**src/rtl/lockstep_data_port_pkg.sv**
```systemverilog
// Shared types for the lockstep data-memory front end.
package ft_pkg;

    localparam int unsigned LSDP_AW = 32;
    localparam int unsigned LSDP_DW = 32;
    localparam int unsigned LSDP_BW = LSDP_DW / 8;

    typedef enum logic [2:0] {
        LSDP_IDLE  = 3'd0,
        LSDP_HOLD  = 3'd1,
        LSDP_CMP   = 3'd2,
        LSDP_ISSUE = 3'd3,
        LSDP_RESP  = 3'd4,
        LSDP_ERROR = 3'd5
    } lsdp_state_e;

    typedef enum logic [1:0] {
        CAUSE_NONE  = 2'd0,
        CAUSE_FIELD = 2'd1,
        CAUSE_SKEW  = 2'd2
    } lsdp_cause_e;

    typedef struct packed {
        logic               we;
        logic [LSDP_BW-1:0] be;
        logic [LSDP_AW-1:0] addr;
        logic [LSDP_DW-1:0] wdata;
    } lsdp_req_t;

    // Write data only matters for stores; loads may carry stale wdata.
    function automatic logic lsdp_req_match(input lsdp_req_t a, input lsdp_req_t b);
        return (a.we == b.we) && (a.be == b.be) && (a.addr == b.addr) &&
               (!a.we || (a.wdata == b.wdata));
    endfunction

endpackage

```
**src/rtl/lockstep_data_port_if.sv**
```systemverilog
// Core-pair, memory and fault-status signals of the lockstep data port.
interface lockstep_data_port_if #(
    parameter int unsigned ADDR_WIDTH = 32,
    parameter int unsigned DATA_WIDTH = 32,
    parameter int unsigned CNT_WIDTH  = 8
);
    localparam int unsigned BE_WIDTH = DATA_WIDTH / 8;

    logic                  a_req_i,   b_req_i;
    logic                  a_we_i,    b_we_i;
    logic [BE_WIDTH-1:0]   a_be_i,    b_be_i;
    logic [ADDR_WIDTH-1:0] a_addr_i,  b_addr_i;
    logic [DATA_WIDTH-1:0] a_wdata_i, b_wdata_i;
    logic                  a_gnt_o,   b_gnt_o;
    logic                  a_rvalid_o, b_rvalid_o;
    logic [DATA_WIDTH-1:0] rdata_o;

    logic                  mem_req_o;
    logic                  mem_we_o;
    logic [BE_WIDTH-1:0]   mem_be_o;
    logic [ADDR_WIDTH-1:0] mem_addr_o;
    logic [DATA_WIDTH-1:0] mem_wdata_o;
    logic                  mem_gnt_i;
    logic                  mem_rvalid_i;
    logic [DATA_WIDTH-1:0] mem_rdata_i;

    logic                  clear_i;
    logic                  mismatch_o;
    logic [1:0]            err_cause_o;
    logic [CNT_WIDTH-1:0]  err_count_o;

    modport slave (
        input  a_req_i, b_req_i, a_we_i, b_we_i, a_be_i, b_be_i,
               a_addr_i, b_addr_i, a_wdata_i, b_wdata_i,
               mem_gnt_i, mem_rvalid_i, mem_rdata_i, clear_i,
        output a_gnt_o, b_gnt_o, a_rvalid_o, b_rvalid_o, rdata_o,
               mem_req_o, mem_we_o, mem_be_o, mem_addr_o, mem_wdata_o,
               mismatch_o, err_cause_o, err_count_o
    );

    modport master (
        output a_req_i, b_req_i, a_we_i, b_we_i, a_be_i, b_be_i,
               a_addr_i, b_addr_i, a_wdata_i, b_wdata_i,
               mem_gnt_i, mem_rvalid_i, mem_rdata_i, clear_i,
        input  a_gnt_o, b_gnt_o, a_rvalid_o, b_rvalid_o, rdata_o,
               mem_req_o, mem_we_o, mem_be_o, mem_addr_o, mem_wdata_o,
               mismatch_o, err_cause_o, err_count_o
    );

endinterface

```
**src/rtl/lockstep_data_port_req_capture.sv**
```systemverilog
// Holding register for one core's request, with a captured flag.
module lsdp_req_capture
    import ft_pkg::*;
(
    input  logic      clk_i,
    input  logic      rst_i,
    input  logic      load,
    input  logic      flush,
    input  lsdp_req_t d,
    output lsdp_req_t q,
    output logic      captured
);

    // Load takes priority; flush drops the request once it is retired or discarded.
    always_ff @(posedge clk_i) begin
        if (rst_i) begin
            q        <= '0;
            captured <= 1'b0;
        end else if (load) begin
            q        <= d;
            captured <= 1'b1;
        end else if (flush) begin
            q        <= '0;
            captured <= 1'b0;
        end
    end

endmodule

```
**src/rtl/lockstep_data_port.sv**
```systemverilog
// Lockstep data-memory front end: pairs, compares and forwards core requests.
module lockstep_data_port
    import ft_pkg::*;
#(
    parameter int unsigned ADDR_WIDTH = 32,
    parameter int unsigned DATA_WIDTH = 32,
    parameter int unsigned SKEW_MAX   = 4,
    parameter int unsigned CNT_WIDTH  = 8
) (
    input  logic                 clk_i,
    input  logic                 rst_i,
    lockstep_data_port_if.slave  bus
);

    localparam int unsigned BE_WIDTH = DATA_WIDTH / 8;
    localparam int unsigned SKEW_W   = $clog2(SKEW_MAX + 1);

    lsdp_state_e           state, state_next;
    lsdp_cause_e           cause_next, cause_q;
    logic [SKEW_W-1:0]     skew_cnt, skew_cnt_next;
    lsdp_req_t             req_a_d, req_b_d, cap_a, cap_b;
    logic                  cap_a_vld, cap_b_vld;
    logic                  load_a, load_b, flush;
    logic                  a_gnt_c, b_gnt_c, rvalid_c;
    logic [DATA_WIDTH-1:0] rdata_c;

    logic                  mem_req_q, mem_we_q, mismatch_q;
    logic [BE_WIDTH-1:0]   mem_be_q;
    logic [ADDR_WIDTH-1:0] mem_addr_q;
    logic [DATA_WIDTH-1:0] mem_wdata_q;
    logic [CNT_WIDTH-1:0]  err_count_q;

    assign req_a_d = '{we: bus.a_we_i, be: LSDP_BW'(bus.a_be_i),
                       addr: LSDP_AW'(bus.a_addr_i), wdata: LSDP_DW'(bus.a_wdata_i)};
    assign req_b_d = '{we: bus.b_we_i, be: LSDP_BW'(bus.b_be_i),
                       addr: LSDP_AW'(bus.b_addr_i), wdata: LSDP_DW'(bus.b_wdata_i)};

    lsdp_req_capture u_cap_a (
        .clk_i(clk_i), .rst_i(rst_i), .load(load_a), .flush(flush),
        .d(req_a_d), .q(cap_a), .captured(cap_a_vld)
    );

    lsdp_req_capture u_cap_b (
        .clk_i(clk_i), .rst_i(rst_i), .load(load_b), .flush(flush),
        .d(req_b_d), .q(cap_b), .captured(cap_b_vld)
    );

    // State and skew counter registers.
    always_ff @(posedge clk_i) begin
        if (rst_i) begin
            state    <= LSDP_IDLE;
            skew_cnt <= '0;
        end else begin
            state    <= state_next;
            skew_cnt <= skew_cnt_next;
        end
    end

    // Next state, capture control and combinational core-side outputs.
    always_comb begin
        state_next    = state;
        skew_cnt_next = skew_cnt;
        cause_next    = CAUSE_NONE;
        load_a        = 1'b0;
        load_b        = 1'b0;
        flush         = 1'b0;
        a_gnt_c       = 1'b0;
        b_gnt_c       = 1'b0;
        rvalid_c      = 1'b0;
        rdata_c       = '0;
        case (state)
            LSDP_IDLE: begin
                a_gnt_c = bus.a_req_i;
                b_gnt_c = bus.b_req_i;
                load_a  = bus.a_req_i;
                load_b  = bus.b_req_i;
                if (bus.a_req_i && bus.b_req_i) begin
                    state_next = LSDP_CMP;
                end else if (bus.a_req_i || bus.b_req_i) begin
                    skew_cnt_next = '0;
                    state_next    = LSDP_HOLD;
                end
            end
            LSDP_HOLD: begin
                a_gnt_c = bus.a_req_i && !cap_a_vld;
                b_gnt_c = bus.b_req_i && !cap_b_vld;
                load_a  = a_gnt_c;
                load_b  = b_gnt_c;
                if (a_gnt_c || b_gnt_c) begin
                    state_next = LSDP_CMP;
                end else begin
                    skew_cnt_next = skew_cnt + SKEW_W'(1);
                    if (skew_cnt_next == SKEW_W'(SKEW_MAX)) begin
                        cause_next = CAUSE_SKEW;
                        flush      = 1'b1;
                        state_next = LSDP_ERROR;
                    end
                end
            end
            LSDP_CMP: begin
                if (lsdp_req_match(cap_a, cap_b)) begin
                    state_next = LSDP_ISSUE;
                end else begin
                    cause_next = CAUSE_FIELD;
                    flush      = 1'b1;
                    state_next = LSDP_ERROR;
                end
            end
            LSDP_ISSUE: begin
                if (bus.mem_gnt_i) state_next = LSDP_RESP;
            end
            LSDP_RESP: begin
                if (bus.mem_rvalid_i) begin
                    rvalid_c   = 1'b1;
                    rdata_c    = bus.mem_rdata_i;
                    flush      = 1'b1;
                    state_next = LSDP_IDLE;
                end
            end
            LSDP_ERROR: begin
                if (bus.clear_i) state_next = LSDP_IDLE;
            end
            default: state_next = LSDP_IDLE;
        endcase
    end

    // Registered memory request and fault status.
    always_ff @(posedge clk_i) begin
        if (rst_i) begin
            mem_req_q   <= 1'b0;
            mem_we_q    <= 1'b0;
            mem_be_q    <= '0;
            mem_addr_q  <= '0;
            mem_wdata_q <= '0;
            mismatch_q  <= 1'b0;
            cause_q     <= CAUSE_NONE;
            err_count_q <= '0;
        end else begin
            mem_req_q  <= (state_next == LSDP_ISSUE);
            mismatch_q <= (state_next == LSDP_ERROR);
            if (state == LSDP_CMP && state_next == LSDP_ISSUE) begin
                mem_we_q    <= cap_a.we;
                mem_be_q    <= BE_WIDTH'(cap_a.be);
                mem_addr_q  <= ADDR_WIDTH'(cap_a.addr);
                mem_wdata_q <= DATA_WIDTH'(cap_a.wdata);
            end
            if (state_next == LSDP_ERROR && state != LSDP_ERROR) begin
                cause_q <= cause_next;
                if (err_count_q != '1) err_count_q <= err_count_q + CNT_WIDTH'(1);
            end else if (state_next != LSDP_ERROR) begin
                cause_q <= CAUSE_NONE;
            end
        end
    end

    assign bus.a_gnt_o     = a_gnt_c;
    assign bus.b_gnt_o     = b_gnt_c;
    assign bus.a_rvalid_o  = rvalid_c;
    assign bus.b_rvalid_o  = rvalid_c;
    assign bus.rdata_o     = rdata_c;
    assign bus.mem_req_o   = mem_req_q;
    assign bus.mem_we_o    = mem_we_q;
    assign bus.mem_be_o    = mem_be_q;
    assign bus.mem_addr_o  = mem_addr_q;
    assign bus.mem_wdata_o = mem_wdata_q;
    assign bus.mismatch_o  = mismatch_q;
    assign bus.err_cause_o = cause_q;
    assign bus.err_count_o = err_count_q;

endmodule

```
**src/flat_wrapper.sv**
```systemverilog
// flat-port wrapper written by rule: the top's interface ports become plain ports
module lockstep_data_port_flat import ft_pkg::*;
#(
    parameter int unsigned ADDR_WIDTH = 32,
    parameter int unsigned DATA_WIDTH = 32,
    parameter int unsigned SKEW_MAX   = 4,
    parameter int unsigned CNT_WIDTH  = 8
)
  (clk_i, rst_i, bus_a_req_i, bus_b_req_i, bus_a_we_i, bus_b_we_i, bus_a_be_i, bus_b_be_i, bus_a_addr_i, bus_b_addr_i, bus_a_wdata_i, bus_b_wdata_i, bus_mem_gnt_i, bus_mem_rvalid_i, bus_mem_rdata_i, bus_clear_i, bus_a_gnt_o, bus_b_gnt_o, bus_a_rvalid_o, bus_b_rvalid_o, bus_rdata_o, bus_mem_req_o, bus_mem_we_o, bus_mem_be_o, bus_mem_addr_o, bus_mem_wdata_o, bus_mismatch_o, bus_err_cause_o, bus_err_count_o);
  lockstep_data_port_if #(.ADDR_WIDTH(ADDR_WIDTH), .DATA_WIDTH(DATA_WIDTH), .CNT_WIDTH(CNT_WIDTH)) bus_i ();
  input  logic clk_i;
  input  logic rst_i;
  input wire logic [$bits(bus_i.a_req_i)-1:0] bus_a_req_i;
  input wire logic [$bits(bus_i.b_req_i)-1:0] bus_b_req_i;
  input wire logic [$bits(bus_i.a_we_i)-1:0] bus_a_we_i;
  input wire logic [$bits(bus_i.b_we_i)-1:0] bus_b_we_i;
  input wire logic [$bits(bus_i.a_be_i)-1:0] bus_a_be_i;
  input wire logic [$bits(bus_i.b_be_i)-1:0] bus_b_be_i;
  input wire logic [$bits(bus_i.a_addr_i)-1:0] bus_a_addr_i;
  input wire logic [$bits(bus_i.b_addr_i)-1:0] bus_b_addr_i;
  input wire logic [$bits(bus_i.a_wdata_i)-1:0] bus_a_wdata_i;
  input wire logic [$bits(bus_i.b_wdata_i)-1:0] bus_b_wdata_i;
  input wire logic [$bits(bus_i.mem_gnt_i)-1:0] bus_mem_gnt_i;
  input wire logic [$bits(bus_i.mem_rvalid_i)-1:0] bus_mem_rvalid_i;
  input wire logic [$bits(bus_i.mem_rdata_i)-1:0] bus_mem_rdata_i;
  input wire logic [$bits(bus_i.clear_i)-1:0] bus_clear_i;
  output wire logic [$bits(bus_i.a_gnt_o)-1:0] bus_a_gnt_o;
  output wire logic [$bits(bus_i.b_gnt_o)-1:0] bus_b_gnt_o;
  output wire logic [$bits(bus_i.a_rvalid_o)-1:0] bus_a_rvalid_o;
  output wire logic [$bits(bus_i.b_rvalid_o)-1:0] bus_b_rvalid_o;
  output wire logic [$bits(bus_i.rdata_o)-1:0] bus_rdata_o;
  output wire logic [$bits(bus_i.mem_req_o)-1:0] bus_mem_req_o;
  output wire logic [$bits(bus_i.mem_we_o)-1:0] bus_mem_we_o;
  output wire logic [$bits(bus_i.mem_be_o)-1:0] bus_mem_be_o;
  output wire logic [$bits(bus_i.mem_addr_o)-1:0] bus_mem_addr_o;
  output wire logic [$bits(bus_i.mem_wdata_o)-1:0] bus_mem_wdata_o;
  output wire logic [$bits(bus_i.mismatch_o)-1:0] bus_mismatch_o;
  output wire logic [$bits(bus_i.err_cause_o)-1:0] bus_err_cause_o;
  output wire logic [$bits(bus_i.err_count_o)-1:0] bus_err_count_o;
  assign bus_i.a_req_i = bus_a_req_i;
  assign bus_i.b_req_i = bus_b_req_i;
  assign bus_i.a_we_i = bus_a_we_i;
  assign bus_i.b_we_i = bus_b_we_i;
  assign bus_i.a_be_i = bus_a_be_i;
  assign bus_i.b_be_i = bus_b_be_i;
  assign bus_i.a_addr_i = bus_a_addr_i;
  assign bus_i.b_addr_i = bus_b_addr_i;
  assign bus_i.a_wdata_i = bus_a_wdata_i;
  assign bus_i.b_wdata_i = bus_b_wdata_i;
  assign bus_i.mem_gnt_i = bus_mem_gnt_i;
  assign bus_i.mem_rvalid_i = bus_mem_rvalid_i;
  assign bus_i.mem_rdata_i = bus_mem_rdata_i;
  assign bus_i.clear_i = bus_clear_i;
  assign bus_a_gnt_o = bus_i.a_gnt_o;
  assign bus_b_gnt_o = bus_i.b_gnt_o;
  assign bus_a_rvalid_o = bus_i.a_rvalid_o;
  assign bus_b_rvalid_o = bus_i.b_rvalid_o;
  assign bus_rdata_o = bus_i.rdata_o;
  assign bus_mem_req_o = bus_i.mem_req_o;
  assign bus_mem_we_o = bus_i.mem_we_o;
  assign bus_mem_be_o = bus_i.mem_be_o;
  assign bus_mem_addr_o = bus_i.mem_addr_o;
  assign bus_mem_wdata_o = bus_i.mem_wdata_o;
  assign bus_mismatch_o = bus_i.mismatch_o;
  assign bus_err_cause_o = bus_i.err_cause_o;
  assign bus_err_count_o = bus_i.err_count_o;
  lockstep_data_port #(.ADDR_WIDTH(ADDR_WIDTH), .DATA_WIDTH(DATA_WIDTH), .SKEW_MAX(SKEW_MAX), .CNT_WIDTH(CNT_WIDTH)) u_core (.clk_i(clk_i), .rst_i(rst_i), .bus(bus_i));
endmodule
```
**config.mk**
```make
export PLATFORM = sky130hd
export DESIGN_NAME = lockstep_data_port_flat
export DESIGN_NICKNAME = d
export VERILOG_FILES = /design/src/rtl/lockstep_data_port_pkg.sv /design/src/rtl/lockstep_data_port_if.sv /design/src/rtl/lockstep_data_port_req_capture.sv /design/src/rtl/lockstep_data_port.sv /design/src/flat_wrapper.sv
export SDC_FILE = /design/constraint.sdc
export NUM_CORES = 1
export LEC_CHECK = 0
export BUFFER_PORTS_ARGS = -buffer_cell sky130_fd_sc_hd__buf_2
export CORE_ASPECT_RATIO = 1.75
export CORE_MARGIN = 10
export CORE_UTILIZATION = 52
export CTS_CLUSTER_DIAMETER = 60
export DETAILED_ROUTE_END_ITERATION = 12
export PLACE_DENSITY = 0.86
export SYNTH_ARGS = -nofsm -noshare
export SYNTH_HDL_FRONTEND = slang
export SYNTH_SLANG_ARGS = --single-unit
```
**constraint.sdc**
```tcl
create_clock -name clk_i -period 3.1 [get_ports clk_i]
set_clock_uncertainty 0.15 [all_clocks]
set_input_delay 0.155 -clock clk_i [delete_from_list [all_inputs] [get_ports clk_i]]
set_output_delay 0.155 -clock clk_i [all_outputs]
set_load 0.02 [all_outputs]
```
# Word-level counts from Yosys, hierarchy flattened

Cells that the tools add are included.

Flip-flop bits (word level): 227
Bits of input ports: 177
Word-level logic and storage cells: 96

Add/sub/neg operators: 2
Equal/unequal tests: 18
Multiplexer cells: 35
Reduce and logical (&&, ||, !) cells: 21

Operators by type and width:

| cell                                                 | count |
|---|---|
| 2-to-1 mux 69 bit                                    | 3 |
| equality test 32 bit                                 | 2 |
| 2-to-1 mux 32 bit                                    | 2 |
| 2-to-1 mux 3 bit                                     | 11 |
| case mux 3 bit (6 select lines)                      | 1 |
| equality test 3 bit (second input constant)          | 4 |
| equality test 3 x 2 -> 1 bit (second input constant) | 3 |
| 2-to-1 mux 1 bit                                     | 9 |
| adder 8 x 1 -> 8 bit (second input constant)         | 1 |
| logical AND 1 bit                                    | 8 |
| 2-to-1 mux 2 bit                                     | 4 |
| inequality test 8 bit (second input constant)        | 1 |
| nonzero test 2 bit                                   | 4 |
| inequality test 3 bit (second input constant)        | 2 |
| case mux 3 bit (2 select lines)                      | 1 |
| equality test 4 bit                                  | 1 |
| inequality test 2 bit (second input constant)        | 2 |
| case mux 1 bit (2 select lines)                      | 2 |
| case mux 2 bit (2 select lines)                      | 1 |
| AND reduction 4 bit                                  | 1 |
| adder 3 x 1 -> 3 bit (second input constant)         | 1 |
| equality test 3 x 1 -> 1 bit (second input constant) | 1 |
| logical NOT 1 bit                                    | 3 |
| logical NOT 3 bit                                    | 1 |
| other kinds (5)                                      | 7 |

# Depth between registers and ports, before layout

Gate-level depths: netlist (run 1).

Depth in word-level cells: 9
Gate-level depth with buffers: 9

# Hierarchy

Synthesis (run 1) repeated with hierarchy kept, for this count alone.

Cell total of the unflattened synthesis: 1089
Area total of the unflattened synthesis: 10045.9 µm²

By module, submodules not included:

| module             | times used | cells an instance | area each (µm²) | seq. area each (µm²) |
|---|---|---|---|---|
| lsdp_req_capture   | 2          | 312               | 2845.2          | 1401.3 |
| lockstep_data_port | 1          | 465               | 4355.4          | 1741.7 |

# Worst setup path after synthesis (run 1)

No wires, ideal clock.

Path type: flip-flop to flip-flop
Start point: register u_core.u_cap_a.q[11] (netlist name)
End point: register u_core.mem_addr_q[2], in the netlist u_core.bus.mem_addr_o[2]
Library setup time: 128 ps
Arrival: 1865 ps
Required time: 2822 ps
Path slack: 957 ps
Stages on the path, launching flop included: 10
Buffers on the path: 2
Path through: dfxtp_1 -> xnor2_1 -> nand4_1 -> nor4_1 -> a21boi_1 -> or4_1 -> buf_6 -> buf_6 -> mux2i_1 -> nor2_1

Longest elaborated chain between the ends: 7

RTL lines:

| item                            | RTL line                             | source |
|---|---|---|
| start, declared                 | lockstep_data_port_req_capture.sv:10 | `output lsdp_req_t q,` |
| start signal, assigned          | lockstep_data_port_req_capture.sv:17 | `q <= '0;` |
| start signal, assigned          | lockstep_data_port_req_capture.sv:20 | `q <= d;` |
| start signal, assigned          | lockstep_data_port_req_capture.sv:23 | `q <= '0;` |
| equality test 32 bit            | lockstep_data_port_pkg.sv:33         | `(!a.we \|\| (a.wdata == b.wdata));` |
| logical OR 1 bit                | lockstep_data_port_pkg.sv:33         |  |
| logical AND 1 bit               | lockstep_data_port_pkg.sv:32         | `return (a.we == b.we) && (a.be == b.be) && (a.addr == b.addr) &&` |
| 2-to-1 mux 3 bit                | lockstep_data_port.sv:101            | `if (lsdp_req_match(cap_a, cap_b)) begin` |
| case mux 3 bit (6 select lines) | lockstep_data_port.sv:71             | `case (state)` |
| equality test 3 x 2 -> 1 bit    | lockstep_data_port.sv:141            | `if (state == LSDP_CMP && state_next == LSDP_ISSUE) begin` |
| logical AND 1 bit               | lockstep_data_port.sv:141            |  |
| end signal, assigned            | lockstep_data_port.sv:144            | `mem_addr_q <= ADDR_WIDTH'(cap_a.addr);` |
| end, declared                   | lockstep_data_port.sv:29             | `logic [ADDR_WIDTH-1:0] mem_addr_q;` |

Every way passes these cells.
A chain may end at the register's enable or synchronous reset.

# Final worst setup path (run 1)

Start point: register u_core.u_cap_a.q[57] (netlist name)
End point: register u_core.mem_addr_q[3], in the netlist u_core.bus.mem_addr_o[3]

Longest elaborated chain between the ends: 7

RTL lines:

| item                            | RTL line |
|---|---|
| equality test 32 bit            | lockstep_data_port_pkg.sv:32 |
| logical AND 1 bit (2 in a row)  | lockstep_data_port_pkg.sv:32 |
| 2-to-1 mux 3 bit                | lockstep_data_port.sv:101 |
| case mux 3 bit (6 select lines) | lockstep_data_port.sv:71 |
| equality test 3 x 2 -> 1 bit    | lockstep_data_port.sv:141 |
| logical AND 1 bit               | lockstep_data_port.sv:141 |

Every way passes these cells.

==> results.sh, run 1 <==
export IMPL_antenna_found_initial=3
export IMPL_met2WireLength_um=20300
export IMPL_fp_dieW_um=123
export IMPL_slew_headroom=0.382
export IMPL_insertion_delay_ns=0.51
export IMPL_hpwl_um=22600
export IMPL_clock_sinks=227
export IMPL_numCtsBuffers=21
export IMPL_synth_top_area_frac=0.471
export IMPL_fin_crit_ns=2.97
export IMPL_port_buffers=293
export IMPL_drc_errors=0
export IMPL_coreArea_um2=18100
export IMPL_drtIter0Drc=1221
export IMPL_drv_slew=0
export IMPL_cts_path_max_buffers=3
export IMPL_tritoncts="built"
export IMPL_critical_path_max_fanout=29
export IMPL_required_ns=3.32
export IMPL_tns_ns=0
export IMPL_yosys_mux_area_fraction=0.0818
export IMPL_gr_total_overflow=0
export IMPL_synth_fa_ha_area_frac=0.00389
export IMPL_fin_crit_sh=0.957
export IMPL_status="complete, no violations"
export IMPL_synth_top_area_cell="dfxtp_1"
export IMPL_placed_cell_area_um2=11300
export IMPL_syn_nets=1293
export IMPL_stdcell_count=1743
export IMPL_h_tree_depth=1
export IMPL_syn_area_um2=9650
export IMPL_crit_type="register to register"
export IMPL_wl_met1_um=12900
export IMPL_ys_types=34
export IMPL_post_cts_buffers=0
export IMPL_drt_wl_total_um=38600
export IMPL_p_leak_nw=6.11
export IMPL_routed_top_layer="met4"
export IMPL_n_fill_cell=1158
export IMPL_p_per_area_nw_per_um2=615
export IMPL_grt_pass1_wl_um=58600
export IMPL_yosysWarnings=0
export IMPL_rows=65
export IMPL_wl_met3_um=2850
export IMPL_synth_top_family_by_area="simple AND/OR/NAND/NOR gates"
export IMPL_worst_pin_slew_ns=0.921
export IMPL_dp_cells=1563
export IMPL_worstPathArrival_ns=3.19
export IMPL_track_usage=0.297
export IMPL_synth_compound_area_frac=0.0884
export IMPL_nets=1672
export IMPL_critPathTopFamily="simple AND/OR/NAND/NOR gates"
export IMPL_grt_pass1_vias=10500
export IMPL_ir_drop_uv=487
export IMPL_synth_seq_cells=227
export IMPL_wire_per_inst_um=22.2
export IMPL_synth_simple_gate_area_share=0.241
export IMPL_area_growth_pct=38.7
export IMPL_worstHoldPathType="input pin to register"
export IMPL_drive_gt1_frac=0.242
export IMPL_synth_area_leaders="dfxtp_1, nand4_1, a21oi_1"
export IMPL_path_buf_inv=1
export IMPL_clk_pin_slew_ns=0.07
export IMPL_gp_congestion=0.900
export IMPL_dieArea_um2=24600
export IMPL_setup_viol=0
export IMPL_cts_root_buffer="clkbuf_16"
export IMPL_syn_mean_instance_area_um2=8.67
export IMPL_synthXorXnorAreaFrac=0.0644
export IMPL_slowest_delay_ns=0.49
export IMPL_fmax_mhz=337
export IMPL_final_area_um2=13400
export IMPL_antenna_left=0
export IMPL_die_h_um=200
export IMPL_ios=294
export IMPL_synthCells=1113
export IMPL_ys_seq_area_frac=0.471
export IMPL_hold_viol_final=0
export IMPL_initial_core_util=0.532
export IMPL_cp_end_kind="register"
export IMPL_via_per_inst=5.93
export IMPL_cp_slowest_cell="or4_4"
export IMPL_hold_slack_ns=0.0870
export IMPL_vias=10300
export IMPL_grt_setup_unrepaired="no"
export IMPL_crit_chain="xnor2_1 -> nand4_1 -> nor4_2 -> nand3_1 -> or4_4 -> buf_4 -> mux2i_1 -> nor2_1"
export IMPL_max_cap_viol_count=0
export IMPL_firstDrtPassIters=8
export IMPL_start_kind="register"
export IMPL_grt_max_degree=111
-- worst paths after layout --
kind / startpoint / endpoint / slack [ns] / cells past startpoint
setup / recovery: u_core.u_cap_a.q[57] / u_core.bus.mem_addr_o[3] / 0.13 / 8
hold / removal: bus_b_req_i / u_core.u_cap_b.q[48] / 0.09 / 5
setup reg to reg: u_core.u_cap_a.q[57] / u_core.bus.mem_addr_o[3] / 0.13 / 8
hold reg to reg: u_core.skew_cnt[1] / u_core.skew_cnt[1] / 0.33 / 2
-- power breakdown --
part | total, mW | switching [mW] | internal [mW]
logic | 2.06 | 1.28 | 0.783
clock network | 2.71 | 1.13 | 1.57
registers | 3.46 | 0.267 | 3.20
total | 8.23 | 2.68 | 5.55
-- sequential cells by signal (all words and copies together) (netlist names) --
name                     count
u_core.u_cap_b.q            69
u_core.bus.mem_wdata_o      32
u_core.skew_cnt              3
u_core.state                 3
u_core.bus.mismatch_o        1
u_core.bus.mem_be_o          4
u_core.u_cap_a.captured      1
u_core.u_cap_b.captured      1
u_core.bus.mem_we_o          1
u_core.bus.err_count_o       8
u_core.bus.mem_addr_o       32
u_core.u_cap_a.q            69
u_core.bus.mem_req_o         1
u_core.bus.err_cause_o       2
-- through the flow --
step	total power, mW	utilization	setup WS (ns)
floorplan	4.67	-	0.957
global placement	5.25	0.621	0.146
detailed placement	5.31	0.621	0.157
CTS	8.12	0.737	0.121
global route	8.52	0.738	0.0283
finish	8.23	0.738	0.133
-- placed cells by master, fill, tap and decap left out, types with 35 or more instances in the layout --
master	count
nand2_1	145
dlygate4sd3_1	140
nand4_1	159
mux2i_1	71
nor2_1	84
buf_2	292
and2_1	35
dfxtp_1	227
a21oi_1	150
xnor2_1	68
-- cell usage after synthesis --
cell type,count
clkbuf_1,64
a211oi_1,4
a32oi_1,1
o31ai_2,1
mux2i_1,71
mux2_2,7
buf_6,8
a21boi_1,1
xor2_1,3
buf_4,1
nand2_1,145
nor3_1,3
ha_1,3
nand3_1,12
nor2b_1,10
a21oi_1,150
nand2b_1,4
nor2_1,86
and2_1,35
inv_2,2
xnor2_1,68
buf_2,26
or4_1,1
dfxtp_1,227
and3_1,5
nand3b_1,1
o21ai_1,2
o21ai_0,4
nand4_1,159
a31oi_1,1
inv_1,2
nor4_1,4
or3b_2,1
a21o_1,1
-- worst register-to-register path: cells and delay by family (launching register included) --
family / cells / cell delay (ns)
simple gates: 5 / 1.36
xor+xnor: 1 / 0.38
flops: 1 / 0.34
buf+inv: 1 / 0.32
mux: 1 / 0.29
-- cell families (layout without fill, tap and decap cells) --
group / after synthesis / in the layout
XOR/XNOR: 71 / 71
multiplexers: 78 / 78
AND/OR/NAND/NOR: 466 / 466
other: 0 / 3
buffers and inverters: 103 / 496
flip-flops: 227 / 227
AO/OA/AOI/OAI: 165 / 165
adder cells (fa/ha/maj): 3 / 3
-- what timing repair did --
action                                  in CTS  in global routing
gates resized for setup                      0                  2
hold buffers                               140                  0
hold endpoints to repair                   157                  0
endpoints found under the setup margin       0                 10
-- metal layers --
| metal | up-vias | track usage |
|---|---|---|
| li1 | 4650 | - |
| met5 | - | 0 |
| met1 | 4843 | 0.312 |
| met3 | 181 | 0.0554 |
| met4 | 0 | 0.190 |
| met2 | 666 | 0.521 |
-- layout make-up --
class                           count  area (µm²)  share of cell area
Clock inverter                      8         121             0.00907
Multi-Input combinational cell    783        4680               0.350
Sequential cell                   227        4540               0.339
Tap cell                          234         293              0.0219
Clock buffer                       29         586              0.0437
Inverter                            4        15.0             0.00112
Antenna cell                        3        7.51            0.000561
Timing Repair Buffer              455        3140               0.234
(Power assumes the default switching activity.)
==> run 2: changes to the inputs <==
- PLACE_DENSITY: 0.86 -> 0.81
==> results.sh, run 2 (synthesized netlist as in run 1, its figures left out) <==
export IMPL_drt_wl_total_um=36300
export IMPL_wire_per_inst_um=20.9
export IMPL_area_growth_pct=37.7
export IMPL_hp_start="bus_clear_i"
export IMPL_nets=1666
export IMPL_fin_crit_sh=0.942
export IMPL_top_regs="u_core.u_cap_a.q: 69 flops, u_core.u_cap_b.q: 69 flops"
export IMPL_drv_slew=0
export IMPL_seq_area_um2=4540
export IMPL_setup_viol=0
export IMPL_tritoncts="built"
export IMPL_final_common_cell="buf_2"
export IMPL_worstHoldPathType="input pin to register"
export IMPL_reg2reg_slack_ns=0.18
export IMPL_slew_headroom=0.250
export IMPL_vias=10100
export IMPL_status="complete, no violations"
export IMPL_die_h_um=200
export IMPL_antenna_left=0
export IMPL_hpwl_um=21900
export IMPL_hold_slack_ns=0.158
export IMPL_clkPwrFrac=0.324
export IMPL_rr_endpoint="u_core.bus.mem_addr_o[5]"
export IMPL_clk_pin_slew_ns=0.07
export IMPL_drc_errors=0
export IMPL_initial_core_util=0.532
export IMPL_fmax_mhz=342
export IMPL_p_leak_nw=6.06
export IMPL_grt_pass1_vias=10100
export IMPL_grt_max_degree=113
export IMPL_numCtsBuffers=21
export IMPL_power_frac_comb=0.247
export IMPL_crit_type="register to register"
export IMPL_coreArea_um2=18100
export IMPL_fp_dieW_um=123
export IMPL_drive_gt1_frac=0.239
export IMPL_rr_startpoint="u_core.u_cap_a.q[57]"
export IMPL_gr_total_overflow=0
export IMPL_max_cap_viol_count=0
export IMPL_port_buffers=293
export IMPL_worstPathArrival_ns=3.12
export IMPL_required_ns=3.30
export IMPL_antenna_found_initial=5
export IMPL_cp_slowest_cell="or4_4"
export IMPL_setup_ws_ns=0.179
export IMPL_clock_sinks=227
export IMPL_start_kind="register"
export IMPL_layout_common_cells="buf_2, dfxtp_1, nand4_1"
export IMPL_pre_cts_ws_ns=0.317
export IMPL_crit_chain="xnor2_1 -> nand4_1 -> nor4_1 -> nand3_1 -> or4_4 -> buf_12 -> mux2i_1 -> nor2_1"
export IMPL_fin_crit_ns=2.92
export IMPL_rows=65
export IMPL_rr_worst_depth=8
export IMPL_ir_drop_uv=429
export IMPL_gp_congestion=0.866
export IMPL_insertion_delay_ns=0.50
export IMPL_hold_path_endpoint="u_core.bus.mem_req_o"
export IMPL_dieArea_um2=24600
export IMPL_whs_path_depth=5
export IMPL_intPower_mw=5.44
export IMPL_n_fill_cell=1205
export IMPL_grt_setup_unrepaired="no"
export IMPL_track_usage=0.279
export IMPL_multi_input_area_um2=4670
export IMPL_cp_end_kind="register"
export IMPL_p_per_area_nw_per_um2=606
export IMPL_power_mw=8.05
export IMPL_tns_ns=0
export IMPL_p_switching_mw=2.61
export IMPL_cts_path_max_buffers=3
export IMPL_worst_pin_slew_ns=1.13
export IMPL_drtIter0Drc=999
export IMPL_hold_viol_final=0
export IMPL_via_per_inst=5.82
export IMPL_ios=294
export IMPL_cts_root_buffer="clkbuf_16"
export IMPL_grt_pass1_wl_um=55100
export IMPL_h_tree_depth=1
export IMPL_post_cts_buffers=0
export IMPL_critical_path_max_fanout=48
export IMPL_netSwitchingFraction=0.324
export IMPL_firstDrtPassIters=6
export IMPL_slowest_delay_ns=0.49
export IMPL_power_frac_seq=0.429
run 2: how the worst max path moves through the flow:
stage / endpoint / from / slack (ns)
2_1_floorplan: u_core.bus.mem_addr_o[2] / u_core.u_cap_a.q[11] / 0.96
3_3_place_gp: u_core.bus.mem_wdata_o[30] / u_core.u_cap_a.q[57] / 0.32
3_5_place_dp: u_core.bus.mem_wdata_o[27] / u_core.u_cap_a.q[57] / 0.32
4_1_cts: bus_rdata_o[4] / u_core.state[2] / 0.23
5_1_grt: u_core.bus.mem_addr_o[5] / u_core.u_cap_a.q[57] / 0.03
6_report: u_core.bus.mem_addr_o[5] / u_core.u_cap_a.q[57] / 0.18
run 2: worst max-delay path, delay by kind of cell, from the launching register on:
kind	cells	cell delay, ns
xor gates and xnor gates	1	0.32
DFF	1	0.34
buffers and inverters	1	0.25
muxes	1	0.28
and+or+nand+nor	5	1.42
run 2: what timing repair did:
item / 4_1_cts / 5_1_grt
setup endpoints to repair: 0 / 31
endpoints found under the hold margin: 155 / 0
hold buffers: 140 / 0
resized for setup: 0 / 1
run 2: per-stage QoR:
stage,instances,utilization,cell area (µm²)
floorplan,1113,-,9650
global placement,1557,0.617,11200
detailed placement,1557,0.617,11200
CTS,1734,0.732,13300
global route,1739,0.733,13300
finish,1739,0.733,13300
run 2: routing by layer:
metal,wire length [µm],part of all wire,global-route usage
met2,18900,0.52,0.480
met1,12300,0.34,0.302
met5,0,0,0
met4,2530,0.070,0.180
met3,2660,0.073,0.0492
run 2: power by group through the flow:
stage | clock network (mW) | logic (mW) | registers [mW]
floorplan | 0 | 1.23 | 3.45
global placement | 0 | 1.75 | 3.49
detailed placement | 0 | 1.77 | 3.51
CTS | 2.62 | 1.92 | 3.44
global route | 2.73 | 2.14 | 3.48
finish | 2.61 | 1.99 | 3.46
run 2: layout make-up:
cell class / instances / area share
Sequential cell: 227 / 0.342
Inverter: 4 / 0.00113
Tap cell: 234 / 0.0220
Multi-Input combinational cell: 783 / 0.352
Clock buffer: 28 / 0.0438
Clock inverter: 9 / 0.00753
Antenna cell: 5 / 0.000941
Timing Repair Buffer: 449 / 0.231
